===== config.mk =====
export PLATFORM = sky130hd
export DESIGN_NAME = bcd_7seg_scan_driver
export DESIGN_NICKNAME = d
export VERILOG_FILES = /design/src/rtl/bcd_7seg_scan_driver.sv
export SDC_FILE = /design/constraint.sdc
export NUM_CORES = 1
export LEC_CHECK = 0
export ABC_AREA = 1
export CAP_MARGIN = 10
export CORE_ASPECT_RATIO = 0.8
export CORE_MARGIN = 2
export CORE_UTILIZATION = 58
export CTS_CLUSTER_DIAMETER = 40
export DETAILED_ROUTE_END_ITERATION = 8
export PLACE_DENSITY = 0.8
export SLEW_MARGIN = 20
export SYNTH_ARGS = -nofsm -noshare
export SYNTH_HDL_FRONTEND = slang
export SYNTH_SLANG_ARGS = --single-unit

===== constraint.sdc =====
create_clock -name clk -period 2.4 [get_ports clk]
set_clock_uncertainty 0.1 [all_clocks]
set_input_delay 0.24 -clock clk [delete_from_list [all_inputs] [get_ports clk]]
set_output_delay 0.24 -clock clk [all_outputs]
set_load 0.01 [all_outputs]

===== src/rtl/bcd_7seg_scan_driver.sv =====
// BCD digit entry buffer with time-multiplexed seven-segment scan output.
// Build option: define SEG_ACTIVE_LOW_EN for inverted seg/an (common-anode displays).
module bcd_7seg_scan_driver #(
  parameter int NUM_DIGITS = 4,
  parameter int SCAN_DIV   = 16
) (
  input  logic                              clk,
  input  logic                              rst,
  input  logic [3:0]                        b,
  input  logic                              b_valid,
  output logic                              b_ready,
  input  logic                              clr,
  output logic [6:0]                        seg,
  output logic [NUM_DIGITS-1:0]             an,
  output logic                              err,
  output logic [$clog2(NUM_DIGITS+1)-1:0]   cnt
);

  localparam int CW = $clog2(NUM_DIGITS + 1);
  localparam int IW = $clog2(NUM_DIGITS);
  localparam int PW = $clog2(SCAN_DIV);

  localparam logic [CW-1:0] CNT_FULL = CW'(NUM_DIGITS);
  localparam logic [IW-1:0] IDX_LAST = IW'(NUM_DIGITS - 1);
  localparam logic [PW-1:0] PSC_LAST = PW'(SCAN_DIV - 1);

`ifdef SEG_ACTIVE_LOW_EN
  localparam logic OUT_INV = 1'b1;
`else
  localparam logic OUT_INV = 1'b0;
`endif

  logic [NUM_DIGITS-1:0][3:0] dig_q, dig_d;
  logic [CW-1:0]              cnt_q, cnt_d;
  logic                       err_q, err_d;
  logic [PW-1:0]              psc_q, psc_d;
  logic [IW-1:0]              idx_q, idx_d;
  logic [6:0]                 seg_q, seg_d;
  logic [NUM_DIGITS-1:0]      an_q, an_d;
  logic                       full;
  logic                       xfer;
  logic                       blank;

  function automatic logic [6:0] seg_decode(input logic [3:0] d);
    logic [6:0] s;
    case (d)
      4'd0:    s = 7'h3F;
      4'd1:    s = 7'h06;
      4'd2:    s = 7'h5B;
      4'd3:    s = 7'h4F;
      4'd4:    s = 7'h66;
      4'd5:    s = 7'h6D;
      4'd6:    s = 7'h7D;
      4'd7:    s = 7'h07;
      4'd8:    s = 7'h7F;
      4'd9:    s = 7'h6F;
      default: s = 7'h00;
    endcase
    return s;
  endfunction

  assign full    = (cnt_q == CNT_FULL);
  assign b_ready = ~full & ~clr;
  assign xfer    = b_valid & b_ready;

  always_comb begin
    dig_d = dig_q;
    cnt_d = cnt_q;
    err_d = err_q;
    if (clr) begin
      dig_d = '0;
      cnt_d = '0;
      err_d = 1'b0;
    end else if (xfer) begin
      if (b <= 4'd9) begin
        dig_d = {dig_q[NUM_DIGITS-2:0], b};
        cnt_d = cnt_q + CW'(1);
      end else begin
        err_d = 1'b1;
      end
    end
  end

  always_comb begin
    psc_d = psc_q + PW'(1);
    idx_d = idx_q;
    if (psc_q == PSC_LAST) begin
      psc_d = '0;
      idx_d = (idx_q == IDX_LAST) ? '0 : idx_q + IW'(1);
    end
  end

  // Positions at or above the loaded count are blank; digits fill from position 0 up.
  always_comb begin
    blank = (CW'(idx_q) >= cnt_q);
    an_d  = {NUM_DIGITS{OUT_INV}} ^ (NUM_DIGITS'(1) << idx_q);
    seg_d = {7{OUT_INV}} ^ (blank ? 7'h00 : seg_decode(dig_q[idx_q]));
  end

  always_ff @(posedge clk or posedge rst) begin
    if (rst) begin
      dig_q <= '0;
      cnt_q <= '0;
      err_q <= 1'b0;
      psc_q <= '0;
      idx_q <= '0;
      seg_q <= {7{OUT_INV}};
      an_q  <= {NUM_DIGITS{OUT_INV}};
    end else begin
      dig_q <= dig_d;
      cnt_q <= cnt_d;
      err_q <= err_d;
      psc_q <= psc_d;
      idx_q <= idx_d;
      seg_q <= seg_d;
      an_q  <= an_d;
    end
  end

  assign seg = seg_q;
  assign an  = an_q;
  assign err = err_q;
  assign cnt = cnt_q;

endmodule


Word level (Yosys, flattened, before mapping)
Memories as Yosys holds them, arrays and structs flattened. Cells that the tools add are included.

Register bits after elaboration: 37. ROM bits: 112. Word-level logic and storage cells: 44. Memories kept: 1.

Memories: (no name shown) (depth 16, bits a word 7, read ports 1, clocked after Yosys merged registers in 0, write ports 0, line 46) `case (d)`.

Add/sub/neg operators: 3. Order comparisons: 3. Eq/ne operators: 4. Shifts and indexed selects: 1. Multiplexer cells: 14. Bitwise gates (word level): 4. Reduce and logical (&&, ||, !) cells: 4.

Operator list (count): $mux W16 (3); $mux W3 (3); $bmux W4 S2 (1); $mux W4 (2); $mux W7 (1); $add A4 B1 Y4 const B (1); $eq A4 B4 Y1 const B (1); $le A4 B4 Y1 const B (1); $reduce_and A2 Y1 (2); $reduce_bool A2 Y1 (2); $shl A1 B2 Y4 const A (1); $add A3 B1 Y3 const B (1); $eq A3 B3 Y1 const B (1); $ge A2 B3 Y1 (1); $lt A2 B3 Y1 const B (1); $mux W1 (3); $add A2 B1 Y2 const B (1); $and A1 B1 Y1 (2); $eq A2 B2 Y1 const B (1); $mux W2 (1); $ne A2 B2 Y1 const B (1); $not A1 Y1 (2).

Logic depth before layout (Yosys ltp)
Depth in word-level cells: 6. Depth in mapped cells: 12.

Worst setup path after synthesis
OpenSTA, ideal clock, no wires.

Path type: register -> register. Start: register cnt_q[0] (netlist: cnt[0]). End: register dig_q[14] (netlist bit). Arrival time: 1514 ps. Setup slack: 722 ps. Stages on the path, launching flop included: 11. Clock period less this slack: 1678 ps. Cell sequence: dfrtp_1 -> inv_1 -> ha_1 -> a21oi_2 -> nand2_1 -> nand2_2 -> nand2_2 -> nor2_4 -> buf_6 -> nand2_1 -> nand2_1.

Longest elaborated chain between the ends: 6.

Ends and longest elaborated chain: start: declaration (line 34) `logic [CW-1:0] cnt_q, cnt_d;`; start signal: assignment (line 111) `cnt_q <= cnt_d;`; $eq A3 B3 Y1 (line 62) `assign full = (cnt_q == CNT_FULL);`; $not A1 Y1 (line 63) `assign b_ready = ~full & ~clr;`; $and A1 B1 Y1 (line 63); net b_ready (line 11) `output logic b_ready,`; $and A1 B1 Y1 (line 64) `assign xfer = b_valid & b_ready;`; $reduce_bool A2 Y1 (no line); $reduce_and A2 Y1 (no line); end signal: assignment (line 110) `dig_q <= dig_d;`; end: declaration (line 33) `logic [NUM_DIGITS-1:0][3:0] dig_q, dig_d;`.

The timed path passes the listed nets, and every way through them passes these cells. A chain may end at the register's enable or synchronous reset.

Final worst setup path
Start: register cnt_q[0] (netlist: cnt[0]). End: output b_ready.

Longest elaborated chain between the ends: 3.

Ends and longest elaborated chain (line): $eq A3 B3 Y1 (62); $not A1 Y1 (63); $and A1 B1 Y1 (63); end: declaration (11).

No other way between the ends.

==> key figures <==
Status
  – Outcome: finished clean

Floorplanning
  – Boundary Pins: 24
  – Die area: 3630 µm²
  – Initial Utilization: 0.599
  – Core Region: 3060 µm²
  – Die width: 66.9 µm
  – Die Height: 54.3 µm
  – Rows: 18

Logic synthesis
  – Top cell type's share of synthesized area: 0.504
  – Flops & latches, synth: 37
  – Post-synth EDFFs: 0
  – Most frequent cell after synthesis: nand2_1
  – Mapped Cells: 220
  – Synth Flop Type: dfrtp_1
  – Unique masters post-synth: 23
  – Syn Area/Cell: 8.34 µm²
  – Synth top cells by count: nand2_1, dfrtp_1, nor2_1
  – Netlist Area Pre-Place: 1840 µm²
  – Top post-synthesis cells by area: dfrtp_1, nand2_1, ha_1
  – Yosys warns: 0
  – Syn nets: 242
  – Sequential area share after synthesis: 0.504
  – Ys async rst share: 1.00
  – Dominant cell type by area after synthesis: dfrtp_1

STA
  – Tightest Pin Transition: 0.465 ns
  – Final slew viol count: 0
  – TNS Setup: 0 ns
  – Period minus WS final: 2.06 ns
  – Hold Violations, Final: 0
  – Rel. slew slack: 0.690
  – Final setup violation count: 0
  – RSZ-0062 raised after global routing: false
  – Fmax achieved: 486 MHz
  – Fin crit share: 0.858

Pwr
  – Sequential Power Share: 0.513
  – P per Cell Area: 646 nW/µm²
  – Combinational power share: 0.201
  – Clk pwr share: 0.287
  – Lkg Pwr: 1.19 nW
  – Sw Ratio: 0.275
  – Power, Total: 1.41 mW
  – Maximum vdd drop: 486 µV
  – Internal Pwr Total: 1.02 mW
  – Switch Pwr: 0.388 mW

Worst setup path
  – Crit-path max FO: 5
  – WS Path Type: reg2out
  – Register-to-Register Setup Slack: 0.53 ns
  – CP startpoint kind: flip-flop
  – R2R depth: 11
  – WP data arrival: 1.72 ns
  – Reg-to-reg startpoint: idx_q[0]$_DFFE_PP0N_
  – CP required: 2.06 ns
  – CP Launch Point: cnt[0]$_DFFE_PP0P_
  – Critical R2R Capture: seg[6]$_DFF_PP0_
  – Crit. End Element: output port

Global route
  – Antenna violations before repair: 0
  – Number of global-route vias before repair: 1,328
  – First-pass GRT wire length: 6.03 mm
  – Gr usage total: 0.231
  – Total gr overflow: 0
  – Largest net degree at the start of global routing: 38

Placed design
  – HPWL reported at the end of detailed placement: 2.43 mm
  – Dpl cells: 281
  – PortBufs: 23
  – Routability Congestion: 0.915
  – Post-DP Area: 2100 µm²

Routing
  – Drt wl/cell: 11.5 µm
  – Post-route ant nets: 0
  – DRC Markers: 0
  – Vias after detailed routing: 1,385
  – Vias per cell: 4.79
  – Starting DRT DRC Count: 88
  – DR pass1 iterations: 4
  – Routed WL: 3.33 mm

Finish
  – Post-route cell area: 2180 µm²
  – Final core occ: 0.713
  – Fill cells: 259
  – Post-Layout Cell Count: 289
  – Share of cells above drive strength 1: 0.0884
  – Final #Nets: 270
  – Area grow syn2layout: 19.0%
  – Antenna cells: 0

CTS
  – Clock Path Buffers: 2
  – Cts hold-fix bufs: 0
  – CTS H-Tree Depth: 2
  – Clock buffer count from CTS: 5
  – Setup bufs post-CTS: 0
  – Reg clk slew, reported paths: 0.07 ns
  – CTS Root Cell: clkbuf_8
  – CTS tree: yes
  – Clock Latency Late Sink: 0.28 ns
  – Clk sinks: 37
  – Post-CTS Resized: 0

Min path
  – Worst hold path type: in2async

Run
  – # Max-Cap Violations: 0
## flip-flops by register name, summed over array words and instances, names as in the netlist
name	cells
dig_q	16
seg	7
an	4
psc_q	4
cnt	3
idx_q	2
err	1
## cells by family after synthesis
family / count (synthesis) / share of synthesized area
AND/OR/NAND/NOR: 134 / 0.301
flip-flops: 37 / 0.504
buffers and inverters: 24 / 0.0579
adder cells (fa/ha/maj): 14 / 0.0954
AO/OA/AOI/OAI: 9 / 0.0314
XOR/XNOR: 2 / 0.00955
## worst max-delay path, stage by stage, from the launching register on
cell and delay, ns:
dfrtp_1 0.43, inv_1 0.08, ha_1 0.22, a21oi_2 0.16, clkdlybuf4s50_1 0.55
## power by group through the flow
stage	clock [mW]	sequential, mW	combinational, mW
4_1_cts	0.420	0.724	0.288
2_1_floorplan	0	0.749	0.131
6_report	0.405	0.724	0.283
5_1_grt	0.449	0.733	0.325
3_5_place_dp	0	0.736	0.287
3_3_place_gp	0	0.734	0.277
## through the flow
stage | worst slack [ns] | hold slack [ns]
after global routing | 0.217 | 0.323
after CTS | 0.321 | 0.278
after detailed placement | 0.566 | 0.376
after global placement | 0.589 | 0.365
after floorplan | 0.722 | 0.250
final | 0.341 | 0.268
## worst max path at each step
stage | to
after global routing | b_ready
final | b_ready
after global placement | b_ready
after floorplan | dig_q[14]$_DFFE_PP0P_
after detailed placement | dig_q[10]$_DFFE_PP0P_
after CTS | b_ready
## layer usage
metal  share of wire  global-route usage  vias up
li1                -                   -      728
met1            0.47               0.314      626
met2            0.48               0.378       29
met3           0.049              0.0556        2
met4          0.0057              0.0612        0
met5               0                   0        -
## layout make-up
| class | count | area [µm²] | area share |
|---|---|---|---|
| Clock buffer | 6 | 72.6 | 0.0332 |
| Multi-Input combinational cell | 159 | 803 | 0.368 |
| Sequential cell | 37 | 926 | 0.424 |
| Inverter | 20 | 77.6 | 0.0355 |
| Tap cell | 40 | 50.0 | 0.0229 |
| Clock inverter | 2 | 10.0 | 0.00458 |
| Timing Repair Buffer | 25 | 245 | 0.112 |
## placed cells by master, fill, tap and decap left out, types with 2 or more instances in the layout
cell / count
ha_1: 14
clkdlybuf4s50_1: 23
nand2_1: 95
clkbuf_8: 5
xor2_1: 2
nand2_2: 5
buf_4: 2
nand3_1: 12
dfrtp_1: 37
nor2_1: 18
nand3_2: 2
o21ai_0: 4
clkinv_2: 2
inv_1: 17
Note: power is estimated with default switching activity, not from simulation.
